File: src/rtl/mem_port_arbiter.sv
// Two-port (fetch / data) arbiter in front of a single backing memory.
// Data side normally wins; a starvation counter forces a fetch grant, and stalled accesses time out.
module mem_port_arbiter #(
    parameter int STARVE_LIMIT = 3,
    parameter int TIMEOUT      = 15
) (
    input  logic        clk_i,
    input  logic        rst_i,
    input  logic        i_req_i,
    input  logic [15:0] i_addr_i,
    output logic        i_gnt_o,
    output logic        i_done_o,
    output logic [15:0] i_rdata_o,
    input  logic        d_req_i,
    input  logic        d_we_i,
    input  logic [15:0] d_addr_i,
    input  logic [15:0] d_wdata_i,
    output logic        d_gnt_o,
    output logic        d_done_o,
    output logic [15:0] d_rdata_o,
    output logic        err_o,
    output logic        mem_req_o,
    output logic        mem_we_o,
    output logic [15:0] mem_addr_o,
    output logic [15:0] mem_wdata_o,
    input  logic        mem_ack_i,
    input  logic [15:0] mem_rdata_i
);

    localparam int SW = ($clog2(STARVE_LIMIT + 1) < 2) ? 2 : $clog2(STARVE_LIMIT + 1);
    localparam int CW = $clog2(TIMEOUT + 1);
    localparam logic [SW-1:0] STARVE_MAX = SW'(STARVE_LIMIT);
    localparam logic [CW-1:0] CNT_LAST   = CW'(TIMEOUT - 1);

    typedef enum logic [1:0] {IDLE, I_ACC, D_ACC} state_e;

    state_e          state_q, state_d;
    logic [SW-1:0]   starveCnt_q, starveCnt_d;
    logic [CW-1:0]   cycleCnt_q, cycleCnt_d;
    logic [15:0]     addr_q, addr_d;
    logic            we_q, we_d;
    logic [15:0]     wdata_q, wdata_d;
    logic            iDone_q, iDone_d;
    logic            dDone_q, dDone_d;
    logic            err_q, err_d;
    logic [15:0]     iRdata_q, iRdata_d;
    logic [15:0]     dRdata_q, dRdata_d;
    logic            iGnt, dGnt;
    logic            memReq, memWe;
    logic [15:0]     memAddr, memWdata;
    logic            accTimeout;

    // An ack in the last allowed cycle counts as success, so timeout needs ack low.
    assign accTimeout = (cycleCnt_q == CNT_LAST) && !mem_ack_i;

    always_ff @(posedge clk_i) begin
        if (rst_i) begin
            state_q <= IDLE;
        end else begin
            state_q <= state_d;
        end
    end

    always_comb begin
        state_d = state_q;
        unique case (state_q)
            IDLE: begin
                if (dGnt) begin
                    state_d = D_ACC;
                end else if (iGnt) begin
                    state_d = I_ACC;
                end
            end
            I_ACC, D_ACC: begin
                if (mem_ack_i || accTimeout) begin
                    state_d = IDLE;
                end
            end
            default: state_d = IDLE;
        endcase
    end

    always_comb begin
        iGnt     = 1'b0;
        dGnt     = 1'b0;
        memReq   = 1'b0;
        memWe    = 1'b0;
        memAddr  = '0;
        memWdata = '0;
        if (!rst_i) begin
            unique case (state_q)
                IDLE: begin
                    if (d_req_i && (starveCnt_q < STARVE_MAX)) begin
                        dGnt = 1'b1;
                    end else if (i_req_i) begin
                        iGnt = 1'b1;
                    end
                end
                I_ACC, D_ACC: begin
                    memReq   = 1'b1;
                    memWe    = we_q;
                    memAddr  = addr_q;
                    memWdata = wdata_q;
                end
                default: ;
            endcase
        end
    end

    always_comb begin
        starveCnt_d = starveCnt_q;
        cycleCnt_d  = cycleCnt_q;
        addr_d      = addr_q;
        we_d        = we_q;
        wdata_d     = wdata_q;
        iDone_d     = 1'b0;
        dDone_d     = 1'b0;
        err_d       = 1'b0;
        iRdata_d    = iRdata_q;
        dRdata_d    = dRdata_q;

        if (dGnt) begin
            addr_d     = d_addr_i;
            we_d       = d_we_i;
            wdata_d    = d_wdata_i;
            cycleCnt_d = '0;
        end else if (iGnt) begin
            addr_d     = i_addr_i;
            we_d       = 1'b0;
            wdata_d    = '0;
            cycleCnt_d = '0;
        end

        if (iGnt || (state_q == IDLE && !i_req_i)) begin
            starveCnt_d = '0;
        end else if (dGnt && i_req_i && (starveCnt_q < STARVE_MAX)) begin
            starveCnt_d = starveCnt_q + 1'b1;
        end

        if (state_q != IDLE) begin
            cycleCnt_d = cycleCnt_q + 1'b1;
            if (mem_ack_i) begin
                if (state_q == I_ACC) begin
                    iDone_d  = 1'b1;
                    iRdata_d = mem_rdata_i;
                end else begin
                    dDone_d  = 1'b1;
                    dRdata_d = we_q ? 16'h0000 : mem_rdata_i;
                end
            end else if (accTimeout) begin
                err_d = 1'b1;
                if (state_q == I_ACC) begin
                    iDone_d  = 1'b1;
                    iRdata_d = 16'hFFFF;
                end else begin
                    dDone_d  = 1'b1;
                    dRdata_d = 16'hFFFF;
                end
            end
        end
    end

    always_ff @(posedge clk_i) begin
        if (rst_i) begin
            starveCnt_q <= '0;
            cycleCnt_q  <= '0;
            addr_q      <= '0;
            we_q        <= 1'b0;
            wdata_q     <= '0;
            iDone_q     <= 1'b0;
            dDone_q     <= 1'b0;
            err_q       <= 1'b0;
            iRdata_q    <= '0;
            dRdata_q    <= '0;
        end else begin
            starveCnt_q <= starveCnt_d;
            cycleCnt_q  <= cycleCnt_d;
            addr_q      <= addr_d;
            we_q        <= we_d;
            wdata_q     <= wdata_d;
            iDone_q     <= iDone_d;
            dDone_q     <= dDone_d;
            err_q       <= err_d;
            iRdata_q    <= iRdata_d;
            dRdata_q    <= dRdata_d;
        end
    end

    // Registered outputs are masked so every output reads zero during the reset cycle itself.
    assign i_gnt_o     = iGnt;
    assign d_gnt_o     = dGnt;
    assign i_done_o    = iDone_q && !rst_i;
    assign d_done_o    = dDone_q && !rst_i;
    assign err_o       = err_q && !rst_i;
    assign i_rdata_o   = rst_i ? 16'h0000 : iRdata_q;
    assign d_rdata_o   = rst_i ? 16'h0000 : dRdata_q;
    assign mem_req_o   = memReq;
    assign mem_we_o    = memWe;
    assign mem_addr_o  = memAddr;
    assign mem_wdata_o = memWdata;

endmodule

File: config.mk
export PLATFORM = sky130hd
export DESIGN_NAME = mem_port_arbiter
export DESIGN_NICKNAME = d
export VERILOG_FILES = /design/src/rtl/mem_port_arbiter.sv
export SDC_FILE = /design/constraint.sdc
export NUM_CORES = 1
export LEC_CHECK = 0
export ABC_AREA = 0
export ABC_CLOCK_PERIOD_IN_PS = 2500
export CORE_MARGIN = 1
export CORE_UTILIZATION = 47
export CTS_CLUSTER_DIAMETER = 100
export DETAILED_ROUTE_END_ITERATION = 12
export HOLD_SLACK_MARGIN = 0.08
export PLACE_DENSITY_LB_ADDON = 0.12
export SLEW_MARGIN = 5
export SYNTH_ARGS = -nofsm -noshare
export SYNTH_HDL_FRONTEND = slang
export SYNTH_SLANG_ARGS = --single-unit
File: constraint.sdc
create_clock -name clk_i -period 2.5 [get_ports clk_i]
set_input_delay 0.25 -clock clk_i [delete_from_list [all_inputs] [get_ports clk_i]]
set_output_delay 0.25 -clock clk_i [all_outputs]
set_load 0.02 [all_outputs]
==> results of run 1 <==
==> cell usage after synthesis <==
| cell | n |
|---|---|
| a211oi_1 | 6 |
| a211oi_2 | 10 |
| a21o_1 | 1 |
| a21oi_1 | 35 |
| a22oi_1 | 17 |
| a31oi_1 | 2 |
| a31oi_4 | 1 |
| a32o_1 | 1 |
| and2_1 | 33 |
| and2_2 | 1 |
| and2b_4 | 1 |
| and3_1 | 1 |
| buf_1 | 2 |
| buf_2 | 8 |
| buf_4 | 3 |
| buf_6 | 2 |
| clkbuf_1 | 15 |
| clkbuf_2 | 1 |
| dfxtp_1 | 76 |
| ha_1 | 5 |
| inv_1 | 5 |
| inv_2 | 1 |
| mux2_2 | 1 |
| nand2_1 | 20 |
| nand2_2 | 1 |
| nand2b_1 | 16 |
| nand3_1 | 3 |
| nand4_1 | 2 |
| nor2_1 | 41 |
| nor2b_1 | 37 |
| nor3_1 | 2 |
| nor3_4 | 1 |
| nor3b_2 | 1 |
| nor3b_4 | 1 |
| nor4_1 | 2 |
| o21a_2 | 1 |
| o21ai_0 | 19 |
| o21ai_1 | 1 |
| o21ai_2 | 1 |
| o221a_2 | 16 |
==> state kept, by name, indices dropped and copies added (netlist names) <==
register and flops:
addr_q 16, cycleCnt_q 4, dDone_q 1, dRdata_q 16, err_q 1, iDone_q 1, iRdata_q 16, starveCnt_q 2
state_q 2, wdata_q 16, we_q 1
==> worst register-to-register path, stage by stage (launching register included) <==
cell and delay, ns:
dfxtp_1 0.40, ha_1 0.24, a31oi_4 0.14, nor3b_4 0.66
o221a_2 0.31
==> path summary, 6_finish.rpt <==
| check | end | startpoint | cells after the start |
|---|---|---|---|
| setup / recovery | i_gnt_o | state_q[1] | 6 |
| hold reg to reg | starveCnt_q[1] | starveCnt_q[1] | 2 |
| setup reg to reg | iRdata_q[13] | cycleCnt_q[1] | 4 |
| hold / removal | wdata_q[11] | rst_i | 3 |
==> routing by layer <==
metal	share of wire, %	track usage, %	wire, um	vias up
met1	43	29.65	3909	1520
met4	2.1	11.73	190	0
met5	0	0	0	-
li1	-	-	-	1616
met3	7.6	6.126	693	16
met2	47	38.55	4315	115
==> per-stage QoR <==
step                utilization (%)  power [uW]  hold WS, ns  worst slack [ns]
global placement              68.68        2030       0.4436            0.4029
global route                  72.41        3040       0.3946           0.02607
CTS                           71.11        2912       0.3805          0.008776
detailed placement            68.68        2047       0.4544            0.3399
finish                        72.41        2896       0.3938            0.1620
floorplan                         -        1769       0.3271            0.6917
==> kinds of logic (layout without fill, tap and decap cells) <==
logic type | count (synthesis) | count (layout) | share of synthesized area (%)
simple gates | 163 | 163 | 25.65
buf+inv | 37 | 173 | 5.057
compound gates | 111 | 111 | 23.57
flops | 76 | 76 | 43.62
mux | 1 | 1 | 0.3228
fa+ha+maj | 5 | 5 | 1.793
==> cell type report <==
type | instances | area, um^2 | area share (%)
timing repair buffer | 153 | 1589 | 30.42
clock inverter | 3 | 40.04 | 0.7665
tap | 99 | 123.9 | 2.371
sequential | 76 | 1521 | 29.13
clock buffer | 11 | 131.4 | 2.515
multi-input combinational | 280 | 1795 | 34.37
inverter | 6 | 22.52 | 0.4311
==> what timing repair did <==
action,in CTS,in global routing
buffers inserted,0,0
resized for setup,1,36
endpoints found under the setup margin,33,35
==> power by group <==
| part | leakage [uW] | internal (uW) | switching (uW) |
|---|---|---|---|
| sequential | 0.000620 | 1300 | 49.0 |
| combinational | 0.00185 | 329 | 345 |
| clock | 0.0000890 | 448 | 421 |
==> results.json, run 1 <==
{
  "outcome": "finished clean",
  "final_cell_mix": "clkdlybuf4s50_1 (106), dfxtp_1 (76), nor2_1 (41)",
  "cts_max_level": 3,
  "grt_max_degree": 36,
  "p_leak_uw": 0.002563,
  "path_max_fanout": 7,
  "clockBufferDepth": 2,
  "path_buf_inv": 2,
  "end_kind": "primary output",
  "io_buffer_count": 140,
  "min_period_ns": 2.338,
  "cap_viol_max_count": 0,
  "drive_above_1_share_pct": 12.29,
  "cts_hold_buf": 0,
  "r2r_setup_slack_ns": 0.69,
  "hold_class": "in2reg",
  "antenna_found_initial": 0,
  "seq_area_frac_synth_pct": 43.62,
  "fin_area_um2": 5224,
  "cp_cell_sequence": "inv_1 -> ha_2 -> and2b_4 -> nand2_1 -> nor2_1 -> clkdlybuf4s50_1",
  "irDropWorstVdd_mv": 0.3392,
  "clock_skew_ns": 0.005816,
  "synth_area_per_cell_um2": 8.876,
  "worst_pin_slew_ns": 1.021,
  "rows": 31,
  "synth.top_cell.area_share_pct": 43.62,
  "ys_ff_latch": 76,
  "layout_commonest_cell": "clkdlybuf4s50_1",
  "fmax_mhz": 427.7,
  "synthDistinctLibCells": 40,
  "stdcell_count": 628,
  "dpl-instance-area_um2": 4955,
  "area_growth_pct": 49.75,
  "nNetsFinal": 601,
  "crit_family": "buffers and inverters",
  "rsz0062_at_grt": "no",
  "drt-pass1-iter-count": 4,
  "place_congestion": 0.8067,
  "relSlewSlack_pct": 31.84,
  "die_w_um": 88.15,
  "hold_viol_final": 0,
  "slowest_stage": "clkdlybuf4s50_1",
  "num_vias": 3267,
  "drc": 0,
  "cts_tree": "done",
  "synthesis.area_um2": 3488,
  "startpoint_type": "flop",
  "worst_path_largest_cell_delay_ns": 0.65,
  "dp_cells": 614,
  "gr-usage-all-layers_pct": 23.87,
  "crit_type": "reg2out",
  "yosys-top-cells-area": "dfxtp_1 (44%), nor2b_1 (6.6%), and2_1 (5.9%)",
  "clock_latency_ns": 0.34,
  "die_h_um": 88.15,
  "tns_ns": 0,
  "first_global_vias": 3006,
  "fillCellCount": 571,
  "grt_overflow": 0,
  "clock_sinks": 76,
  "required_ns": 2.25,
  "clk_pin_slew_ns": 0.07,
  "worstPathArrival_ns": 2.09,
  "numCtsBuffers": 9,
  "setup_viol": 0,
  "grt_pass1_wl_um": 14280,
  "initial_core_util_pct": 48.35,
  "dp_hpwl_um": 6139,
  "antenna_left": 0,
  "syn-num-nets": 468,
  "period_share_pct": 93.52,
  "wire_per_inst_um": 14.50,
  "yosysTopAreaCell": "dfxtp_1",
  "vias_per_cell": 5.202,
  "p_per_area_nw_per_um2": 554.4,
  "first_iter_violations": 112,
  "drv_slew": 0,
  "core_um2": 7214,
  "diodes": 0,
  "yosysWarnings": 0,
  "ios": 141,
  "die_area_um2": 7770,
  "drt-total-wl_um": 9108,
  "syn-instance-count": 393,
  "root_buffer": "clkbuf_8"
}
(Power assumes the default switching activity.)
==> inputs of run 2 (changes only) <==
ABC_CLOCK_PERIOD_IN_PS = 2300   (was 2500)
CORE_UTILIZATION = 43   (was 47)
clock period = 2.3 ns   (was 2.5 ns; I/O delays follow)
==> run 2 against run 1 <==
  * Combinational power up 7.4%
  * Sequential power up 8%
  * Setup slack worse by 0.018 ns
  * Core utilization down 5.7 points
  * Register-to-register slack worse by 0.20 ns
  * Clock skew up 0.0021 ns
  * First-iteration DRC count up 2.7%
  * Via count up 0.34%
  * Hold slack worse by 0.0061 ns
  * Critical path depth down 1
  * Cell count up 1.1%
  * Clock-buffer cell count unchanged
  * Largest cell class unchanged
  * Highest routed layer unchanged
==> results.json, run 2 (synthesis gave the netlist of run 1 again) <==
{
  "drv_slew": 0,
  "rr_worst_depth": 5,
  "postCtsSetupBuffers": 0,
  "path_buf_inv": 2,
  "antenna_left": 0,
  "clock_sinks": 76,
  "drive_above_1_share_pct": 12.76,
  "hold-path-endpoint": "wdata_q[1]",
  "drt-pass1-iter-count": 4,
  "p_per_area_nw_per_um2": 652.1,
  "p_leak_uw": 0.002166,
  "wire_per_inst_um": 14.32,
  "startpoint_type": "flop",
  "rows": 32,
  "clock_skew_ns": 0.007939,
  "cap_viol_max_count": 0,
  "setup_viol": 0,
  "clock_latency_ns": 0.34,
  "io_buffer_count": 140,
  "clockBufferDepth": 2,
  "ios": 141,
  "stdcell_count": 635,
  "dp_hpwl_um": 6266,
  "slowest_stage": "clkdlybuf4s50_1",
  "grt_overflow": 0,
  "whs_path_depth": 3,
  "switching_power_uw": 894.0,
  "die_h_um": 92.07,
  "drc": 0,
  "hold_class": "in2reg",
  "r2r_end": "iRdata_q[5]",
  "fillCellCount": 687,
  "cts_max_level": 3,
  "combinationalPowerShare_pct": 21.4,
  "grt_max_degree": 36,
  "num_vias": 3278,
  "cts_hold_buf": 0,
  "gr-usage-all-layers_pct": 22.59,
  "switching_share_pct": 26.47,
  "vias_per_cell": 5.162,
  "area_growth_pct": 48.46,
  "outcome": "finished clean",
  "first_iter_violations": 115,
  "multi_input_area_um2": 1793,
  "cts_tree": "done",
  "final_core_util_pct": 66.67,
  "seq_area_um2": 1521,
  "startpoint": "starveCnt_q[0]",
  "worstPathArrival_ns": 1.93,
  "hold_viol_final": 0,
  "worst-path-stages": 5,
  "worst_path_largest_cell_delay_ns": 0.55,
  "initial_core_util_pct": 44.91,
  "numCtsBuffers": 9,
  "final_cell_mix": "clkdlybuf4s50_1 (105), dfxtp_1 (76), nor2_1 (41)",
  "path_max_fanout": 5,
  "fmax_mhz": 463.9,
  "nNetsFinal": 603,
  "die_w_um": 92.07,
  "intPower_uw": 2483,
  "cp_cell_sequence": "ha_1 -> nor2b_1 -> buf_4 -> nor2_1 -> clkdlybuf4s50_1",
  "power.total_uw": 3377,
  "grt_pass1_wl_um": 15350,
  "seqPwrFrac_pct": 43.4,
  "first_global_vias": 3285,
  "crit_family": "buffers and inverters",
  "reg2reg_from": "state_q[0]",
  "rsz0062_at_grt": "no",
  "required_ns": 2.07,
  "clk_pin_slew_ns": 0.08,
  "tns_ns": 0,
  "drt-total-wl_um": 9094,
  "diodes": 0,
  "r2r_setup_slack_ns": 0.49,
  "core_um2": 7767,
  "hp-start": "rst_i",
  "root_buffer": "clkbuf_8",
  "pre_cts_ws_ns": 0.2314,
  "irDropWorstVdd_mv": 0.3374,
  "period_share_pct": 93.73,
  "min_period_ns": 2.156,
  "place_congestion": 0.7656,
  "setup_ws_ns": 0.1442,
  "crit_type": "reg2out",
  "relSlewSlack_pct": 51.51,
  "cts_resized": 33,
  "worst_pin_slew_ns": 0.7265,
  "dp_cells": 619,
  "layout_commonest_cell": "clkdlybuf4s50_1",
  "end_kind": "primary output",
  "antenna_found_initial": 0,
  "pwr-share-clk_pct": 35.2,
  "die_area_um2": 8477
}
-- run 2: changes by cell type in the layout (fill, tap and decap cells not counted) --
| cell | before | now |
|---|---|---|
| buf_4 | 12 | 14 |
| bufinv_16 | 1 | 3 |
| clkdlybuf4s50_1 | 106 | 105 |
| dlygate4sd2_1 | 0 | 33 |
| dlymetal6s2s_1 | 33 | 1 |
| ha_1 | 4 | 5 |
| ha_2 | 1 | 0 |
-- run 2: layer usage --
layer	routed length (um)	part of all wire [%]	GRT usage, %	up-vias
li1	-	-	-	1625
met1	4005	44	27.22	1529
met2	4229	47	38.18	113
met3	718	7.9	6.799	11
met4	141	1.6	7.552	0
met5	0	0	0	-
-- run 2: layout make-up --
cell class	count	share of cell area (%)
timing repair buffer	155	28.63
multi-input combinational	280	34.62
sequential	76	29.38
clock buffer	11	2.537
tap	102	2.464
inverter	6	0.4349
clock inverter	5	1.933
-- run 2: tightest hold or removal path: stages --
cell and delay [ns]:
buf_2 0.14, buf_4 0.21, nor2_1 0.11
-- run 2: worst max path at each step --
stage / to
after detailed placement: mem_addr_o[2]
after floorplan: mem_wdata_o[10]
final: i_gnt_o
after global placement: mem_addr_o[2]
after CTS: mem_req_o
after global routing: d_gnt_o
-- run 2: power by group through the flow --
stage,Clock [uW],Combinational (uW),Sequential [uW]
6_report,1190,724,1460
5_1_grt,1270,801,1480
4_1_cts,1210,732,1460
3_5_place_dp,0,741,1490
3_3_place_gp,0,724,1490
2_1_floorplan,0,443,1480
-- run 2: per-stage QoR --
stage | hold WS [ns] | cell area [um^2]
2_1_floorplan | 0.3071 | 3488
3_3_place_gp | 0.4442 | 4986
3_5_place_dp | 0.4592 | 4986
4_1_cts | 0.3777 | 5176
5_1_grt | 0.3955 | 5179
6_report | 0.3878 | 5179
==> RTL change 1 (settings of run 1) <==
Change the parameter `STARVE_LIMIT` from 3 to 6.
--- a/src/rtl/mem_port_arbiter.sv
+++ b/src/rtl/mem_port_arbiter.sv
@@ -1,7 +1,7 @@
 // Two-port (fetch / data) arbiter in front of a single backing memory.
 // Data side normally wins; a starvation counter forces a fetch grant, and stalled accesses time out.
 module mem_port_arbiter #(
-    parameter int STARVE_LIMIT = 3,
+    parameter int STARVE_LIMIT = 6,
     parameter int TIMEOUT      = 15
 ) (
     input  logic        clk_i,
Formal check against the unedited RTL: not equivalent (a bounded check fails within 10 cycles, from zero or initial values and one cycle with rst_i high).
==> RTL change 1 against run 1 <==
Critical path depth decreased by 1; cell area increased by 1.3%; worst setup slack got worse by 0.011 ns; core utilization increased by 0.17 points; power increased by 5.4%; sequential cell count increased by 1; area after synthesis increased by 2.0%; routed wire length increased by 1.8%; largest cell class unchanged.
==> RTL change 1: results (changes against run 1) <==
| Metric | Value |
|---|---|
| Status | completed (unchanged) |
| Filler Cell Count | 594 (was 571) |
| P_leak | 2.42 nW (was 2.56 nW) |
| Pin count of the biggest net entering global routing | 35 (was 36) |
| Syn_area_per_cell | 9.72 um2 (was 8.88 um2) |
| DP Cell Count | 589 (was 614) |
| Reg2reg end | iRdata_q[8] (was iRdata_q[13]) |
| Multiplexer share of the synthesized area | 4.50% (was 0.323%) |
| Post-synth top cells | dfxtp_1 (77), and2_1 (49), nor2b_1 (22), inv_1 (21), nor2_1 (21) (was dfxtp_1 (76), nor2_1 (41), nor2b_1 (37), a21oi_1 (35), and2_1 (33)) |
| Post-DP HPWL | 6470 um (was 6140 um) |
| DRT iter0 DRCs | 167 (was 112) |
| Nets | 576 (was 601) |
| Yosys cell types | 42 (was 40) |
| Fin crit share | 94.0% (was 93.5%) |
| Routed via count | 3,158 (was 3,267) |
| Syn nets | 441 (was 468) |
| Largest stage delay on the critical path | 0.63 ns (was 0.65 ns) |
| Met2 wire length | 4440 um (was 4320 um) |
| Final setup skew | 0.0190 ns (was 0.00582 ns) |
| TNS Setup | 0 ns (unchanged) |
| Vias per cell | 5.23 (was 5.20) |
| Synth area leaders | dfxtp_1 (43%), and2_1 (8.6%), o221a_2 (5.1%) (was dfxtp_1 (44%), nor2b_1 (6.6%), and2_1 (5.9%)) |
| Max FO, Critical Path | 34 (was 7) |
| Gr usage total | 24.0% (was 23.9%) |
| Register area share after synthesis | 43.3% (was 43.6%) |
| Place WS | 0.300 ns (was 0.340 ns) |
| Compound-Gate Fraction of Synth Area | 22.8% (was 23.6%) |
| Share of cells above drive strength 1 | 12.3% (about the same) |
| Area grow syn2layout | 48.8% (was 49.7%) |
| Vias in the first global route | 3,092 (was 3,006) |
| First-pass GRT wire length | 14,700 um (was 14,300 um) |
| Slew @ Worst Pin | 1.05 ns (was 1.02 ns) |
| Final Wtd Congestion | 0.754 (was 0.807) |
RTL change 1: cell types whose count changed after synthesis, sizes merged, moves of 16 or more:
cell / delta
a22o: +19
a21oi: -29
inv: +16
a221oi: +16
mux2i: +16
nor2: -20
o21ai: -20
a22oi: -17
RTL change 1: area by class of cell:
type / count / share of cell area (%)
multi-input combinational: 237 / 34.0
sequential: 77 / 29.1
timing repair buffer: 154 / 29.0
clock buffer: 9 / 2.34
tap: 99 / 2.34
clock inverter: 6 / 1.63
inverter: 22 / 1.56
RTL change 1: kinds of logic after synthesis:
family | Yosys count
AND/OR/NAND/NOR | 131
AO/OA/AOI/OAI | 85
flip-flops | 77
buffers and inverters | 52
multiplexers | 16
adder cells (fa/ha/maj) | 5
RTL change 1: stage by stage:
stage	hold slack, ns	total power, mW
2_1_floorplan	0.327	1.79
3_3_place_gp	0.438	2.06
3_5_place_dp	0.444	2.07
4_1_cts	0.444	3.07
5_1_grt	0.483	3.22
6_report	0.459	3.05
RTL change 1: how the worst min path moves through the flow:
stage / from / endpoint / slack (ns) / depth (start not counted)
finish: rst_i / starveCnt_q[1] / 0.46 / 3
global route: rst_i / starveCnt_q[2] / 0.48 / 3
detailed placement: addr_q[10] / addr_q[10] / 0.44 / 1
CTS: rst_i / cycleCnt_q[0] / 0.44 / 3
floorplan: mem_ack_i / err_q / 0.33 / 1
global placement: addr_q[7] / addr_q[7] / 0.44 / 1
RTL change 1: layer usage:
layer | vias up | global-route usage, %
met3 | 6 | 8.77
li1 | 1561 | -
met2 | 104 | 39.1
met5 | - | 0
met4 | 0 | 7.22
met1 | 1487 | 30.0
RTL change 1: what timing repair did:
action                     in CTS  in global routing
gates resized for setup        16                 20
buffers inserted                0                  0
setup endpoints to repair      33                 19
RTL change 1: where the power goes:
| group | internal [mW] | switching, mW | leakage [nW] | total [mW] |
|---|---|---|---|---|
| clock network | 0.557 | 0.448 | 0.105 | 1.01 |
| registers | 1.33 | 0.0523 | 0.629 | 1.38 |
| logic | 0.334 | 0.333 | 1.69 | 0.668 |
RTL change 1: worst register-to-register path, stage by stage (launching register included):
cell	delay [ns]
dfxtp_1	0.42
ha_1	0.24
a31oi_2	0.17
nor3b_2	0.87
o221a_2	0.34
==> RTL change 2 (settings of run 1) <==
Made on the original files. Register the output `err_o`, without a reset; this adds one clock of latency there. The other outputs are not delayed to match.
--- a/src/rtl/mem_port_arbiter.sv
+++ b/src/rtl/mem_port_arbiter.sv
@@ -191,7 +191,9 @@
     assign d_gnt_o     = dGnt;
     assign i_done_o    = iDone_q && !rst_i;
     assign d_done_o    = dDone_q && !rst_i;
-    assign err_o       = err_q && !rst_i;
+    always_ff @(posedge clk_i) begin
+        err_o <= err_q && !rst_i;
+    end
     assign i_rdata_o   = rst_i ? 16'h0000 : iRdata_q;
     assign d_rdata_o   = rst_i ? 16'h0000 : dRdata_q;
     assign mem_req_o   = memReq;
Function: no difference found for any inputs over 4 cycles, from zero or initial values and one cycle with rst_i high; that may be too few to reach the edited logic, so the function may still have changed.
==> RTL change 2 against run 1 <==
Area after synthesis increased by 0.57%; worst setup slack got worse by 0.091 ns; global-route usage increased by 1.1 points; largest power group unchanged; critical endpoint is now mem_wdata_o[0]; sequential cell count up 1; fmax decreased by 3.7%; routed wire length increased by 3.7%; power rose by 6.3%; cell area increased by 0.84%; final cell count is 0.16% higher; core utilization increased by 0.61 points; highest routed layer unchanged; count of clock-buffer cells in the layout is 2 lower.
==> RTL change 2: results (changes against run 1) <==
| Metric | Value |
|---|---|
| Status | completed (unchanged) |
| Place WS | 0.322 ns (was 0.340 ns) |
| Max FO, Critical Path | 34 (was 7) |
| Gr usage total | 25.0% (was 23.9%) |
| First-pass GRT wire length | 14,900 um (was 14,300 um) |
| Syn nets | 469 (was 468) |
| Final Wtd Congestion | 0.823 (was 0.807) |
| Hold Slack | 0.414 ns (was 0.394 ns) |
| Multiplexer share of the synthesized area | 0.321% (was 0.323%) |
| Flop2flop setup slack | 0.42 ns (was 0.69 ns) |
| Initial antenna violation count | 0 (unchanged) |
| P_leak | 2.55 nW (was 2.56 nW) |
| Clk slew on worst S/H paths | 0.08 ns |
| CP Data Arrival Time | 2.18 ns (was 2.09 ns) |
| Post-synth ARST share | 0% (unchanged) |
| DP Cell Count | 613 (was 614) |
| Worst Hold Depth | 3 (unchanged) |
| Vias per cell | 5.30 (was 5.20) |
| Final setup skew | 0.0102 ns (was 0.00582 ns) |
| Min Tclk post-route | 2.43 ns (was 2.34 ns) |
| DR WL/cell | 15.0 um (was 14.5 um) |
| Post-DP HPWL | 6530 um (was 6140 um) |
| Port buffer count | 140 (unchanged) |
| Adder-Cell Fraction of Synth Area | 1.78% (was 1.79%) |
| Routed via count | 3,333 (was 3,267) |
| M3 GR Usage | 6.62% (was 6.13%) |
| Compound-Gate Fraction of Synth Area | 23.4% (was 23.6%) |
| Peak supply drop | 0.277 mV (was 0.339 mV) |
| Register area share after synthesis | 43.9% (was 43.6%) |
| Nets | 600 (was 601) |
| Synth area leaders | dfxtp_1 (44%), nor2b_1 (6.6%), and2_1 (5.9%) (unchanged) |
| Synthesized instance count | 394 (was 393) |
| Met2 usage | 40.8% (was 38.5%) |
| Vias in the first global route | 3,096 (was 3,006) |
| Pin count of the biggest net entering global routing | 52 (was 36) |
| Post-synth top cells | dfxtp_1 (77), nor2_1 (41), nor2b_1 (37), a21oi_1 (35), and2_1 (33) (was dfxtp_1 (76), nor2_1 (41), nor2b_1 (37), a21oi_1 (35), and2_1 (33)) |
| Yosys warns | 0 (unchanged) |
| Clk root buf | clkbuf_8 (unchanged) |
| Rel. slew slack | 35.8% (was 31.8%) |
| Placed cell area | 4960 um2 (was 4950 um2) |
| Ys flop type | dfxtp_1 (unchanged) |
| Met1 usage | 30.9% (was 29.6%) |
| Area grow syn2layout | 50.1% (was 49.7%) |
| Reg2reg path depth | 6 (was 4) |
| Filler Cell Count | 572 (was 571) |
| DRT iter0 DRCs | 168 (was 112) |
| Share of cells above drive strength 1 | 12.5% (was 12.3%) |
## RTL change 2: changes by cell type after synthesis, sizes merged
cell   before  now
dfxtp      76   77
## RTL change 2: logic make-up after synthesis
logic type               count (synthesis)
AO/OA/AOI/OAI                          111
buffers and inverters                   37
adder cells (fa/ha/maj)                  5
AND/OR/NAND/NOR                        163
flip-flops                              77
multiplexers                             1
## RTL change 2: critical path, stage by stage (launching register included)
cell and delay [ns]:
dfxtp_1 0.36, inv_1 0.06, ha_1 0.28, nor2b_2 0.18, buf_8 0.20, and2_1 0.15, clkdlybuf4s50_1 0.59
## RTL change 2: layer usage
layer	wire length, um	part of all wire [%]	vias up
met3	738	7.8	17
li1	-	-	1626
met4	210	2.2	0
met5	0	0	-
met2	4530	48	119
met1	3960	42	1571
## RTL change 2: layout make-up
cell class,instances,area [um2],area share (%)
timing repair buffer,151,1560,29.7
inverter,6,22.5,0.428
multi-input combinational,280,1790,34.0
clock buffer,9,124,2.35
tap,99,124,2.35
sequential,77,1540,29.3
clock inverter,7,98.8,1.88
## RTL change 2: where the power goes
group	internal (mW)	total [mW]	switching, mW
clock	0.567	1.05	0.478
combinational	0.321	0.668	0.347
sequential	1.32	1.37	0.0478
total	2.21	3.08	0.873
## RTL change 2: worst paths after layout
| kind | endpoint | from |
|---|---|---|
| setup / recovery | mem_wdata_o[0] | state_q[0] |
| hold / removal | we_q | rst_i |
| setup reg to reg | iRdata_q[6] | state_q[0] |
| hold reg to reg | err_o | err_q |
## RTL change 2: repair_timing
item,4_1_cts,5_1_grt
gates resized for setup,1,32
setup buffers,0,0
setup endpoints to repair,33,33
